===== src/rtl/jfpjc_pkg.sv =====
// Shared JPEG-pipeline definitions: quotient buffer geometry and scheduler FSM states.
package jfpjc_pkg;

  localparam int NUM_QUOTIENT_BUFFERS = 4;
  localparam int COEFFS_PER_BLOCK     = 64;

  typedef enum logic [2:0] {
    SCHED_IDLE      = 3'd0,
    SCHED_START     = 3'd1,
    SCHED_WAIT_BUSY = 3'd2,
    SCHED_RUN       = 3'd3,
    SCHED_RELEASE   = 3'd4
  } sched_state_e;

  // A buffer is complete once its last zig-zag coefficient has been written.
  function automatic logic is_fill_done(input logic valid, input logic [7:0] tag);
    return valid && (tag[5:0] == 6'(COEFFS_PER_BLOCK - 1));
  endfunction

endpackage


===== src/rtl/quotient_buffer_scheduler_if.sv =====
// Divider/encoder-side signal bundle of the quotient buffer scheduler.
interface quotient_buffer_scheduler_if;

  logic       quotient_valid;
  logic [7:0] quotient_tag;
  logic       encoder_busy;
  logic       encoder_start;
  logic [1:0] encoder_buffer_sel;
  logic       dc_pred_reset;
  logic [2:0] occupancy;
  logic       producer_stall;
  logic       frame_done;
  logic [1:0] error_flags;

  modport master (
    output quotient_valid, quotient_tag, encoder_busy,
    input  encoder_start, encoder_buffer_sel, dc_pred_reset, occupancy,
           producer_stall, frame_done, error_flags
  );

  modport slave (
    input  quotient_valid, quotient_tag, encoder_busy,
    output encoder_start, encoder_buffer_sel, dc_pred_reset, occupancy,
           producer_stall, frame_done, error_flags
  );

endinterface


===== src/rtl/quotient_buffer_scheduler.sv =====
// Hands filled quotient buffers to the huffman encoder in ring order and tracks frame position.
// Optional macro QUOTIENT_SCHED_OVERFLOW_DETECT_EN enables the sticky overflow flag (error_flags[0]).
//
// state           | meaning
// SCHED_IDLE      | no buffer in flight, waiting for a filled buffer
// SCHED_START     | encoder_start pulse (dc_pred_reset too on MCU 0 of a frame)
// SCHED_WAIT_BUSY | waiting for encoder_busy, retry start on timeout
// SCHED_RUN       | encoder working on encoder_buffer_sel
// SCHED_RELEASE   | buffer freed, read pointer and MCU count advance
module quotient_buffer_scheduler
  import jfpjc_pkg::*;
#(
  parameter int MCUS_PER_FRAME = 1200,
  parameter int BUSY_TIMEOUT   = 15
) (
  input logic                         clock,
  input logic                         nreset,
  quotient_buffer_scheduler_if.slave  bus
);

  localparam int MCU_W = (MCUS_PER_FRAME > 1) ? $clog2(MCUS_PER_FRAME) : 1;
  localparam int TMR_W = (BUSY_TIMEOUT > 0) ? $clog2(BUSY_TIMEOUT + 1) : 1;
  localparam logic [MCU_W-1:0] MCU_LAST = MCU_W'(MCUS_PER_FRAME - 1);
  localparam logic [TMR_W-1:0] TMR_LOAD = TMR_W'(BUSY_TIMEOUT);
  localparam logic [2:0]       OCC_FULL = 3'(NUM_QUOTIENT_BUFFERS);

  sched_state_e     state_q, state_d;
  logic [1:0]       wr_ptr_q, wr_ptr_d;
  logic [1:0]       rd_ptr_q, rd_ptr_d;
  logic [2:0]       occupancy_q, occupancy_d;
  logic [MCU_W-1:0] mcu_cnt_q, mcu_cnt_d;
  logic [TMR_W-1:0] timer_q, timer_d;
  logic             err_seq_q, err_seq_d;
  logic             frame_done_q, frame_done_d;

  logic fill_done;
  logic release_now;
  logic occ_full;
  logic occ_inc;
  logic err_ovf;

  assign fill_done   = is_fill_done(bus.quotient_valid, bus.quotient_tag);
  assign release_now = (state_q == SCHED_RELEASE);
  assign occ_full    = (occupancy_q == OCC_FULL);
  // A fill at full occupancy only lands if a buffer is freed in the same cycle.
  assign occ_inc     = fill_done && (!occ_full || release_now);

  always_comb begin
    state_d = state_q;
    timer_d = timer_q;
    unique case (state_q)
      SCHED_IDLE: begin
        if ((occupancy_q != 3'd0) || fill_done) state_d = SCHED_START;
      end
      SCHED_START: begin
        timer_d = TMR_LOAD;
        state_d = SCHED_WAIT_BUSY;
      end
      SCHED_WAIT_BUSY: begin
        if (bus.encoder_busy) begin
          timer_d = '0;
          state_d = SCHED_RUN;
        end else if (timer_q == '0) begin
          state_d = SCHED_START;
        end else begin
          timer_d = timer_q - TMR_W'(1);
        end
      end
      SCHED_RUN: begin
        if (!bus.encoder_busy) state_d = SCHED_RELEASE;
      end
      SCHED_RELEASE: begin
        state_d = SCHED_IDLE;
      end
      default: begin
        state_d = SCHED_IDLE;
      end
    endcase
  end

  always_comb begin
    wr_ptr_d     = wr_ptr_q;
    rd_ptr_d     = rd_ptr_q;
    occupancy_d  = occupancy_q;
    mcu_cnt_d    = mcu_cnt_q;
    err_seq_d    = err_seq_q;
    frame_done_d = 1'b0;

    if (fill_done) begin
      wr_ptr_d = wr_ptr_q + 2'd1;
      if (bus.quotient_tag[7:6] != wr_ptr_q) err_seq_d = 1'b1;
    end

    if (occ_inc && !release_now)      occupancy_d = occupancy_q + 3'd1;
    else if (!occ_inc && release_now) occupancy_d = occupancy_q - 3'd1;

    if (release_now) begin
      rd_ptr_d = rd_ptr_q + 2'd1;
      if (mcu_cnt_q == MCU_LAST) begin
        mcu_cnt_d    = '0;
        frame_done_d = 1'b1;
      end else begin
        mcu_cnt_d = mcu_cnt_q + MCU_W'(1);
      end
    end
  end

  always_ff @(posedge clock or negedge nreset) begin
    if (!nreset) begin
      state_q      <= SCHED_IDLE;
      wr_ptr_q     <= '0;
      rd_ptr_q     <= '0;
      occupancy_q  <= '0;
      mcu_cnt_q    <= '0;
      timer_q      <= '0;
      err_seq_q    <= 1'b0;
      frame_done_q <= 1'b0;
    end else begin
      state_q      <= state_d;
      wr_ptr_q     <= wr_ptr_d;
      rd_ptr_q     <= rd_ptr_d;
      occupancy_q  <= occupancy_d;
      mcu_cnt_q    <= mcu_cnt_d;
      timer_q      <= timer_d;
      err_seq_q    <= err_seq_d;
      frame_done_q <= frame_done_d;
    end
  end

`ifdef QUOTIENT_SCHED_OVERFLOW_DETECT_EN
  logic err_ovf_q, err_ovf_d;

  assign err_ovf_d = err_ovf_q | (fill_done & occ_full);

  always_ff @(posedge clock or negedge nreset) begin
    if (!nreset) err_ovf_q <= 1'b0;
    else         err_ovf_q <= err_ovf_d;
  end

  assign err_ovf = err_ovf_q;
`else
  assign err_ovf = 1'b0;
`endif

  assign bus.encoder_start      = (state_q == SCHED_START);
  assign bus.dc_pred_reset      = (state_q == SCHED_START) && (mcu_cnt_q == '0);
  assign bus.encoder_buffer_sel = rd_ptr_q;
  assign bus.occupancy          = occupancy_q;
  assign bus.producer_stall     = occ_full;
  assign bus.frame_done         = frame_done_q;
  assign bus.error_flags        = {err_seq_q, err_ovf};

endmodule


===== src/flat_wrapper.sv =====
// flat-port wrapper written by rule: the top's interface ports become plain ports
module quotient_buffer_scheduler_flat import jfpjc_pkg::*;
#(
  parameter int MCUS_PER_FRAME = 1200,
  parameter int BUSY_TIMEOUT   = 15
)
  (clock, nreset, bus_quotient_valid, bus_quotient_tag, bus_encoder_busy, bus_encoder_start, bus_encoder_buffer_sel, bus_dc_pred_reset, bus_occupancy, bus_producer_stall, bus_frame_done, bus_error_flags);
  quotient_buffer_scheduler_if bus_i ();
  input logic clock;
  input logic nreset;
  input wire logic [$bits(bus_i.quotient_valid)-1:0] bus_quotient_valid;
  input wire logic [$bits(bus_i.quotient_tag)-1:0] bus_quotient_tag;
  input wire logic [$bits(bus_i.encoder_busy)-1:0] bus_encoder_busy;
  output wire logic [$bits(bus_i.encoder_start)-1:0] bus_encoder_start;
  output wire logic [$bits(bus_i.encoder_buffer_sel)-1:0] bus_encoder_buffer_sel;
  output wire logic [$bits(bus_i.dc_pred_reset)-1:0] bus_dc_pred_reset;
  output wire logic [$bits(bus_i.occupancy)-1:0] bus_occupancy;
  output wire logic [$bits(bus_i.producer_stall)-1:0] bus_producer_stall;
  output wire logic [$bits(bus_i.frame_done)-1:0] bus_frame_done;
  output wire logic [$bits(bus_i.error_flags)-1:0] bus_error_flags;
  assign bus_i.quotient_valid = bus_quotient_valid;
  assign bus_i.quotient_tag = bus_quotient_tag;
  assign bus_i.encoder_busy = bus_encoder_busy;
  assign bus_encoder_start = bus_i.encoder_start;
  assign bus_encoder_buffer_sel = bus_i.encoder_buffer_sel;
  assign bus_dc_pred_reset = bus_i.dc_pred_reset;
  assign bus_occupancy = bus_i.occupancy;
  assign bus_producer_stall = bus_i.producer_stall;
  assign bus_frame_done = bus_i.frame_done;
  assign bus_error_flags = bus_i.error_flags;
  quotient_buffer_scheduler #(.MCUS_PER_FRAME(MCUS_PER_FRAME), .BUSY_TIMEOUT(BUSY_TIMEOUT)) u_core (.clock(clock), .nreset(nreset), .bus(bus_i));
endmodule

===== config.mk =====
export PLATFORM = sky130hd
export DESIGN_NAME = quotient_buffer_scheduler_flat
export DESIGN_NICKNAME = d
export VERILOG_FILES = /design/src/rtl/jfpjc_pkg.sv /design/src/rtl/quotient_buffer_scheduler_if.sv /design/src/rtl/quotient_buffer_scheduler.sv /design/src/flat_wrapper.sv
export SDC_FILE = /design/constraint.sdc
export NUM_CORES = 1
export LEC_CHECK = 0
export CAP_MARGIN = 20
export CORE_MARGIN = 4
export CORE_UTILIZATION = 53
export DETAILED_ROUTE_END_ITERATION = 16
export MAX_ROUTING_LAYER = met4
export PLACE_DENSITY = 0.84
export SYNTH_ARGS = -nofsm -noshare
export SYNTH_HDL_FRONTEND = slang
export SYNTH_SLANG_ARGS = --single-unit

===== constraint.sdc =====
create_clock -name clock -period 2.5 [get_ports clock]
set_input_delay 0.5 -clock clock [delete_from_list [all_inputs] [get_ports clock]]
set_output_delay 0.5 -clock clock [all_outputs]
set_load 0.02 [all_outputs]

==> results of run 1 <==
-- placed cells by master (no fill, tap or decap), types with 2 or more instances in the layout --
| master | n |
|---|---|
| dfrtp_1 | 27 |
| clkdlybuf4s50_1 | 20 |
| nand2_1 | 15 |
| xnor2_1 | 12 |
| nor2_1 | 9 |
| buf_4 | 7 |
| inv_1 | 6 |
| nand3_1 | 6 |
| ha_1 | 5 |
| mux2i_1 | 4 |
| nand4_1 | 3 |
| o21ai_0 | 3 |
| a21oi_1 | 3 |
| o21ai_1 | 3 |
| xor2_1 | 3 |
| o22ai_1 | 3 |
| clkbuf_4 | 3 |
| nor3b_2 | 2 |
| or4_1 | 2 |
| nor4bb_1 | 2 |
| nor3_4 | 2 |
| o31ai_1 | 2 |
-- routing by layer --
layer	vias to the layer above	GRT usage [%]	wire length, µm
met4	0	6.50	52
met1	515	24.1	1230
met3	6	2.55	75
met5	-	-	0
met2	23	30.5	1370
li1	531	-	-
-- cell usage after synthesis (all sizes together) (3+ instances only) --
cell type and number:
o22ai 3, nor3b 3, mux2i 4, ha 5, a21oi 3, nor2 10, nand4 3, xor2 3
o21ai 7, buf 4, nand3 6, inv 7, nor3 3, nand2 15, xnor2 12, dfrtp 27
-- area by class of cell --
type | count | share of cell area, %
inverter | 7 | 1.62
clock buffer | 3 | 1.27
multi-input combinational | 100 | 42.0
clock inverter | 1 | 0.282
tap | 30 | 2.12
timing repair buffer | 28 | 14.5
sequential | 27 | 38.1
-- cells by family (layout without fill, tap and decap cells) --
family / count (synthesis) / after routing / synth area share [%]
and+or+nand+nor: 53 / 53 / 22.8
DFF: 27 / 27 / 45.5
AOI/OAI and AO/OA: 20 / 20 / 8.85
xor gates and xnor gates: 15 / 15 / 8.85
buffers and inverters: 12 / 39 / 4.72
adders and majority gates: 6 / 6 / 5.56
muxes: 5 / 5 / 3.46
other: 1 / 1 / 0.253
-- state kept, by name (all words and copies together), names as in the netlist --
register and count:
u_core.wr_ptr_q 2, u_core.mcu_cnt_q 11, u_core.bus.occupancy 3, u_core.bus.encoder_buffer_sel 2, u_core.bus.frame_done 1, u_core.state_q 3, u_core.timer_q 4, u_core.err_seq_q 1
-- stage by stage --
step | setup WS, ps | utilization [%] | setup TNS [ps] | instance area (µm²)
floorplan | 177 | - | 0 | 1480
global placement | 37.6 | 67.9 | 0 | 1740
detailed placement | -71.1 | 67.9 | -71.1 | 1740
CTS | 11.0 | 68.9 | 0 | 1770
global route | -17.8 | 69.0 | -17.8 | 1770
finish | 84.7 | 69.0 | 0 | 1770
-- power by group through the flow --
stage | Clock [W] | Combinational [W] | Sequential (W)
floorplan | 0 | 0.000417 | 0.000707
global placement | 0 | 0.000620 | 0.000702
detailed placement | 0 | 0.000642 | 0.000712
CTS | 0.000191 | 0.000641 | 0.000705
global route | 0.000213 | 0.000701 | 0.000738
finish | 0.000184 | 0.000638 | 0.000704
-- worst max path at each step --
| stage | cells after the start | start | slack [ps] | endpoint |
|---|---|---|---|---|
| after CTS | 3 | u_core.mcu_cnt_q[7] | 10 | bus_dc_pred_reset |
| final | 3 | u_core.state_q[0] | 80 | bus_encoder_start |
| after global routing | 3 | u_core.state_q[0] | -20 | bus_encoder_start |
| after detailed placement | 10 | bus_quotient_tag[4] | -70 | u_core.bus.occupancy[2] |
| after global placement | 10 | bus_quotient_valid | 40 | u_core.bus.occupancy[2] |
| after floorplan | 3 | u_core.state_q[0] | 180 | bus_dc_pred_reset |
-- worst max-delay path: cells and delay by family, from the launching register on --
family / cells / cell delay (ps)
buf+inv: 2 / 780
flops: 1 / 530
simple gates: 1 / 290
==> results.sh, run 1 <==
export IMPL_synth_largest_area_cell="dfrtp_1"
export IMPL_holdCritStartpoint="u_core.bus.encoder_buffer_sel[1]"
export IMPL_reg2reg_from="u_core.state_q[2]"
export IMPL_p_int_w=0.000935
export IMPL_num_io_pins=23
export IMPL_drtAntennaViolNets=0
export IMPL_netlist_instances=139
export IMPL_cap_violations=0
export IMPL_ff2ff_setup_slack_ps=180
export IMPL_critical_path_class="reg2out"
export IMPL_hold_path_depth=1
export IMPL_finalCritPeriodShare_pct=96.6
export IMPL_period_minus_slack_ps=2420
export IMPL_p_per_area_mw_per_mm2=861
export IMPL_ys_warnings_count=0
export IMPL_drv_slew=0
export IMPL_vias=1075
export IMPL_globalplace_congestion=0.843
export IMPL_crit_path_max_fanout=8
export IMPL_die_h_um=60.9
export IMPL_synth_nets=157
export IMPL_grt_usage_pct=18.8
export IMPL_holdPathEnd="u_core.bus.encoder_buffer_sel[1]"
export IMPL_grt_start_max_net_pins=28
export IMPL_netSwitchingPower_w=0.000591
export IMPL_area_growth_pct=19.4
export IMPL_diodes=0
export IMPL_chipWidth_um=60.9
export IMPL_setup_violations=0
export IMPL_avgSynthCellArea_um2=10.7
export IMPL_postRouteWirelength_um=2720
export IMPL_p_leak_nw=0.794
export IMPL_h_tree_depth=1
export IMPL_fin_cells=196
export IMPL_nFillCells=207
export IMPL_fin_nets=185
export IMPL_clock_fmax_mhz=414
export IMPL_route_detailed_drc=0
export IMPL_critical_path_endpoint_type="output port"
export IMPL_grt_overflow=0
export IMPL_post_cts_buffers=0
export IMPL_worst_path_max_delay_cell="clkdlybuf4s50_1"
export IMPL_yosys_most_used_dff="dfrtp_1"
export IMPL_ys_seq_area_share_pct=45.5
export IMPL_dp_final_hpwl_um=2070
export IMPL_hold_path_class="reg2reg"
export IMPL_routedWlPerCell_um=13.9
export IMPL_max_vdd_ir_drop_mv=0.588
export IMPL_multi_input_area_um2=744
export IMPL_hold_buffers=0
export IMPL_status="finished, final reports clean"
export IMPL_clockBufferDepth=2
export IMPL_synth_area_top_cells="dfrtp_1 46%, xnor2_1 7.1%, ha_1 4.2%"
export IMPL_holdWs_ps=489
export IMPL_synth_seq_cells=27
export IMPL_slowest_delay_ps=600
export IMPL_cts_inserted_buffers=3
export IMPL_grt_pass1_vias=1139
export IMPL_clk_latency_ps=320
export IMPL_pwr_share_seq_pct=46.1
export IMPL_io_buffers=21
export IMPL_rr_worst_depth=9
export IMPL_antenna_found_initial=0
export IMPL_start_kind="flop"
export IMPL_grt_pass1_wl_um=5040
export IMPL_die_area_mm2=0.00371
export IMPL_dp_cells=192
export IMPL_hold_viol_final=0
export IMPL_cts_tree="built"
export IMPL_crit_chain="nor3b_2 -> buf_4 -> clkdlybuf4s50_1"
export IMPL_cts_resized=1
export IMPL_p_clk_share_pct=12.0
export IMPL_firstDrtPassIters=4
export IMPL_drt_initial_drc_count=19
export IMPL_clkTransAtPathRegs_ps=140
export IMPL_finClkSkew_ps=7.69
export IMPL_start_util_pct=57.8
export IMPL_r2r_end="u_core.bus.occupancy[2]"
export IMPL_rows=18
export IMPL_seq_area_um2=676
export IMPL_syn_area_mm2=0.00148
export IMPL_ys_async_sr_fraction_pct=100
export IMPL_drive_gt1_share_pct=15.1
export IMPL_crit_required_ps=2000
export IMPL_synth_top_area_share_pct=45.5
export IMPL_cts_root_buf="clkbuf_4"
export IMPL_worst_ep_arrival_time_ps=1920
export IMPL_p_sw_share_pct=38.7
export IMPL_totalPowerFinal_w=0.00153
export IMPL_coreArea_mm2=0.00257
export IMPL_combPwrFrac_pct=41.8
export IMPL_avgViaCountPerCell=5.48
export IMPL_synth_edf_count=0
export IMPL_clock_sinks=27
export IMPL_synth_cell_types=44
No activity file was read; power rests on OpenSTA's default activity.
==> run 2: changes to the inputs <==
- ABC_AREA: not set -> 1
- CAP_MARGIN: 20 -> 10
- PLACE_DENSITY: 0.84 -> 0.83
- SETUP_SLACK_MARGIN: not set -> 0.2
==> results.sh, run 2 <==
export IMPL_setup_violations=0
export IMPL_grt_usage_pct=15.6
export IMPL_wl_met2_um=1330
export IMPL_grt_start_max_net_pins=28
export IMPL_synth_cell_types=26
export IMPL_area_growth_pct=18.4
export IMPL_crit_path_max_fanout=5
export IMPL_grt_pass1_vias=1214
export IMPL_dp_cells=243
export IMPL_h_tree_depth=1
export IMPL_slowest_delay_ps=630
export IMPL_synth_seq_cells=27
export IMPL_clkTransAtPathRegs_ps=150
export IMPL_coreArea_mm2=0.00278
export IMPL_diodes=0
export IMPL_pwr_share_seq_pct=42.4
export IMPL_avgSynthCellArea_um2=8.18
export IMPL_synth_largest_area_cell="dfrtp_1"
export IMPL_synth_compound_area_share_pct=4.64
export IMPL_io_buffers=21
export IMPL_rr_worst_depth=9
export IMPL_tns_ps=0
export IMPL_dp_final_hpwl_um=2160
export IMPL_p_per_area_mw_per_mm2=871
export IMPL_clk_latency_ps=340
export IMPL_p_clk_share_pct=12.3
export IMPL_ys_async_sr_fraction_pct=100
export IMPL_synth_edf_count=0
export IMPL_rows=19
export IMPL_dpl_cell_area_mm2=0.00182
export IMPL_clock_sinks=27
export IMPL_netlist_instances=191
export IMPL_finClkSkew_ps=5.96
export IMPL_routed_top_layer="met4"
export IMPL_critical_path_endpoint_type="output port"
export IMPL_p_leak_nw=0.908
export IMPL_hold_path_class="reg2reg"
export IMPL_grt_pass1_wl_um=4950
export IMPL_chipWidth_um=62.3
export IMPL_synth_top_area_share_pct=43.2
export IMPL_grt_overflow=0
export IMPL_finalCritPeriodShare_pct=87.4
export IMPL_r2r_end="u_core.bus.occupancy[2]"
export IMPL_synth_top_family_by_area="simple AND/OR/NAND/NOR gates"
export IMPL_crit_required_ps=2000
export IMPL_synth_area_top_cells="dfrtp_1 43%, nand2_1 7.4%, nor2_1 7.2%"
export IMPL_ff2ff_setup_slack_ps=440
export IMPL_period_minus_slack_ps=2180
export IMPL_yosys_most_used_dff="dfrtp_1"
export IMPL_nFillCells=229
export IMPL_routedWlPerCell_um=11.3
export IMPL_clock_fmax_mhz=458
export IMPL_layout_commonest_cell="nand2_1"
export IMPL_combPwrFrac_pct=45.3
export IMPL_post_cts_buffers=0
export IMPL_rsz0062_at_grt="no"
export IMPL_reg2reg_from="u_core.state_q[1]"
export IMPL_cap_violations=0
export IMPL_hold_buffers=0
export IMPL_final_cell_mix="31 x nand2_1, 30 x nor2_1, 27 x dfrtp_1, 25 x inv_1, 19 x clkdlybuf4s50_1"
export IMPL_fin_cells=247
export IMPL_worst_path_max_delay_cell="clkdlybuf4s50_1"
export IMPL_syn_area_mm2=0.00156
export IMPL_drtAntennaViolNets=0
export IMPL_critical_path_class="reg2out"
export IMPL_clockBufferDepth=2
export IMPL_synthAdderAreaFrac_pct=5.28
export IMPL_globalplace_congestion=0.888
export IMPL_fin_nets=235
export IMPL_status="finished, final reports clean"
export IMPL_ys_warnings_count=0
export IMPL_hold_viol_final=0
export IMPL_wl_met3_um=100
export IMPL_crit_chain="nor3_2 -> clkdlybuf4s50_1"
export IMPL_met1_length_um=1350
export IMPL_holdCritStartpoint="u_core.bus.encoder_buffer_sel[1]"
export IMPL_drt_initial_drc_count=31
export IMPL_stdcell_area_mm2=0.00185
export IMPL_cts_tree="built"
export IMPL_cts_inserted_buffers=3
export IMPL_vias=1245
export IMPL_start_util_pct=56.2
export IMPL_hold_path_depth=1
export IMPL_drv_slew=0
export IMPL_ys_seq_area_share_pct=43.2
export IMPL_synthXorXnorAreaFrac_pct=6.73
export IMPL_die_area_mm2=0.00388
export IMPL_largestRegisters="u_core.mcu_cnt_q (11), u_core.timer_q (4)"
export IMPL_holdPathEnd="u_core.bus.encoder_buffer_sel[1]"
export IMPL_postRouteWirelength_um=2800
export IMPL_p_int_w=0.000926
export IMPL_synth_mux_area_share_pct=0.721
export IMPL_route_detailed_drc=0
export IMPL_num_io_pins=23
export IMPL_max_vdd_ir_drop_mv=0.776
export IMPL_synth_common_cells="31 x nand2_1, 30 x nor2_1, 27 x dfrtp_1"
export IMPL_largest_register="u_core.mcu_cnt_q"
export IMPL_start_kind="flop"
export IMPL_firstDrtPassIters=5
export IMPL_largest_reg_flops=11
export IMPL_yosys_area_share_simple_pct=31.2
export IMPL_drive_gt1_share_pct=12.5
export IMPL_avgViaCountPerCell=5.04
export IMPL_synth_nets=209
export IMPL_cts_root_buf="clkbuf_4"
export IMPL_synth_most_common_cell="nand2_1"
export IMPL_antenna_found_initial=0
export IMPL_die_h_um=62.3
export IMPL_netSwitchingPower_w=0.000686
export IMPL_p_sw_share_pct=42.6
export IMPL_worst_ep_arrival_time_ps=1680
[run 2: area by class of cell]
class / instances / area, µm² / area share [%]
tap: 31 / 38.8 / 2.10
inverter: 29 / 109 / 5.88
multi-input combinational: 133 / 773 / 41.8
clock inverter: 1 / 5.00 / 0.270
timing repair buffer: 23 / 226 / 12.2
clock buffer: 3 / 22.5 / 1.22
sequential: 27 / 676 / 36.5
[run 2: worst max-delay path by stage]
stage	to	start	cells past startpoint
finish	bus_producer_stall	u_core.bus.occupancy[0]	2
global route	bus_producer_stall	u_core.bus.occupancy[0]	2
CTS	bus_encoder_start	u_core.state_q[1]	4
detailed placement	u_core.bus.occupancy[2]	bus_quotient_tag[5]	11
global placement	u_core.bus.occupancy[2]	bus_quotient_tag[1]	11
floorplan	u_core.bus.occupancy[1]	u_core.bus.occupancy[0]	6
[run 2: kinds of logic (layout without fill, tap and decap cells)]
group	Yosys count	count (layout)
simple gates	99	99
buf+inv	31	56
flops	27	27
compound gates	14	14
xor+xnor	12	12
fa+ha+maj	6	6
other cells	1	1
mux	1	1
[run 2: what timing repair did]
item / 4_1_cts / 5_1_grt
resized for setup: 2 / 1
endpoints found under the setup margin: 2 / 1
hold endpoints to repair: 0 / 0
gates cloned: 0 / 0
[run 2: metal layers]
metal,vias up,track usage (%)
met4,0,2.92
met3,2,3.78
met1,574,19.6
met2,19,25.6
li1,650,-
met5,-,-
[run 2: critical path, delay by kind of cell (launching register included)]
| kind | cells | cell delay, ps |
|---|---|---|
| flops | 1 | 490 |
| simple gates | 1 | 220 |
| buf+inv | 1 | 630 |
[run 2: per-stage QoR]
stage	hold WS [ps]	setup slack [ps]	total power (W)	util, %
6_report	485	316	0.00161	66.5
5_1_grt	515	206	0.00175	66.5
4_1_cts	488	221	0.00163	66.4
3_5_place_dp	462	80.9	0.00143	65.3
3_3_place_gp	462	132	0.00140	65.3
2_1_floorplan	204	403	0.00117	-
[run 2: power groups by stage]
stage	clock (W)	combinational [W]	sequential [W]
2_1_floorplan	0	0.000454	0.000719
3_3_place_gp	0	0.000716	0.000689
3_5_place_dp	0	0.000734	0.000691
4_1_cts	0.000204	0.000739	0.000685
5_1_grt	0.000220	0.000826	0.000703
6_report	0.000198	0.000730	0.000684
==> run 3: changes to the inputs <==
- CORE_MARGIN: 4 -> not set
==> results.sh, run 3 (synthesized netlist as in run 2, its figures left out) <==
export IMPL_status="finished, final reports clean"
export IMPL_cap_violations=0
export IMPL_grt_start_max_net_pins=28
export IMPL_coreArea_mm2=0.00278
export IMPL_period_minus_slack_ps=2200
export IMPL_hold_buffers=0
export IMPL_start_kind="flop"
export IMPL_nFillCells=231
export IMPL_die_h_um=56.3
export IMPL_firstDrtPassIters=4
export IMPL_routedWlPerCell_um=11.6
export IMPL_clock_sinks=27
export IMPL_holdWs_ps=496
export IMPL_avgViaCountPerCell=5.13
export IMPL_cts_inserted_buffers=3
export IMPL_rsz0062_at_grt="no"
export IMPL_rows=19
export IMPL_antenna_found_initial=0
export IMPL_largest_reg_flops=11
export IMPL_grt_overflow=0
export IMPL_worst_ep_arrival_time_ps=1700
export IMPL_io_buffers=21
export IMPL_cts_root_buf="clkbuf_4"
export IMPL_hold_viol_final=0
export IMPL_crit_required_ps=2000
export IMPL_clock_fmax_mhz=455
export IMPL_grt_pass1_vias=1268
export IMPL_chipWidth_um=56.3
export IMPL_clkTransAtPathRegs_ps=150
export IMPL_max_vdd_ir_drop_mv=0.716
export IMPL_route_detailed_drc=0
export IMPL_vias=1268
export IMPL_critical_path_endpoint_type="output port"
export IMPL_grt_pass1_wl_um=5050
export IMPL_clk_latency_ps=330
export IMPL_start_util_pct=56.2
export IMPL_p_per_area_mw_per_mm2=871
export IMPL_area_growth_pct=18.7
export IMPL_die_area_mm2=0.00317
export IMPL_rr_worst_depth=9
export IMPL_dp_final_hpwl_um=2230
export IMPL_finClkSkew_ps=7.77
export IMPL_h_tree_depth=1
export IMPL_diodes=0
export IMPL_final_cell_mix="31 x nand2_1, 30 x nor2_1, 27 x dfrtp_1, 25 x inv_1, 19 x clkdlybuf4s50_1"
export IMPL_drv_slew=0
export IMPL_setup_violations=0
export IMPL_postRouteWirelength_um=2860
export IMPL_drt_initial_drc_count=36
export IMPL_num_io_pins=23
export IMPL_largestRegisters="u_core.mcu_cnt_q (11), u_core.timer_q (4)"
export IMPL_post_cts_buffers=0
export IMPL_fin_nets=235
export IMPL_largest_register="u_core.mcu_cnt_q"
export IMPL_finalCritPeriodShare_pct=87.9
export IMPL_grt_usage_pct=21.2
export IMPL_tns_ps=0
export IMPL_p_leak_nw=0.901
export IMPL_clockBufferDepth=2
export IMPL_critical_path_class="reg2out"
export IMPL_globalplace_congestion=0.811
export IMPL_cts_tree="built"
export IMPL_crit_path_max_fanout=5
export IMPL_layout_commonest_cell="nand2_1"
export IMPL_drive_gt1_share_pct=12.5
export IMPL_drtAntennaViolNets=0
export IMPL_hold_path_class="in2async"
-- run 3: cell types whose count changed in the layout (fill, tap and decap cells not counted), sizes merged --
cell           change
clkinv             -1
clkinvlp           +1
clkdlybuf4s15      +1
dlygate4sd2        -1
-- run 3: metrics by stage --
stage	utilization, %	std cells	worst slack, ps	total power, W	cell area, µm²
detailed placement	65.3	243	34.2	0.00143	1820
global route	66.7	247	209	0.00176	1850
floorplan	-	191	403	0.00117	1570
CTS	66.5	247	242	0.00163	1850
finish	66.7	247	303	0.00162	1850
global placement	65.3	243	134	0.00141	1820
-- run 3: power by group --
part	internal, W	switching [W]	total [W]
sequential	0.000561	0.000123	0.000684
clock	0.0000613	0.000136	0.000197
combinational	0.000309	0.000427	0.000735
-- run 3: area by class of cell --
type | instances | area, µm² | share of cell area [%]
clock buffer | 3 | 22.5 | 1.21
tap | 31 | 38.8 | 2.09
multi-input combinational | 133 | 773 | 41.7
clock inverter | 1 | 7.51 | 0.405
sequential | 27 | 676 | 36.4
timing repair buffer | 23 | 228 | 12.3
inverter | 29 | 109 | 5.87
-- run 3: worst max-delay path, stage by stage (launching register included) --
cell,delay [ps]
dfrtp_1,480
nor3_2,240
clkdlybuf4s50_1,640
-- run 3: path summary, 6_finish.rpt --
kind	start	endpoint	slack, ps
worst max-delay path	u_core.bus.occupancy[0]	bus_producer_stall	300
worst min-delay path	nreset	u_core.mcu_cnt_q[0]	500
worst max register to register	u_core.state_q[1]	u_core.bus.occupancy[2]	430
worst min register to register	u_core.bus.encoder_buffer_sel[1]	u_core.bus.encoder_buffer_sel[1]	500
max in group asynchronous	nreset	u_core.timer_q[3]	1740
min in group clock	u_core.bus.encoder_buffer_sel[1]	u_core.bus.encoder_buffer_sel[1]	500
-- run 3: layer usage --
metal | vias to the layer above | part of all wire (%) | track usage, %
li1 | 650 | - | -
met1 | 588 | 44 | 24.2
met2 | 24 | 52 | 36.7
met3 | 6 | 2.8 | 3.69
met4 | 0 | 1.2 | 9.06
met5 | - | 0 | -
-- run 3: what timing repair did --
action / in CTS / in global routing
resized for setup: 2 / 2
cloned: 0 / 0
setup endpoints to repair: 2 / 2
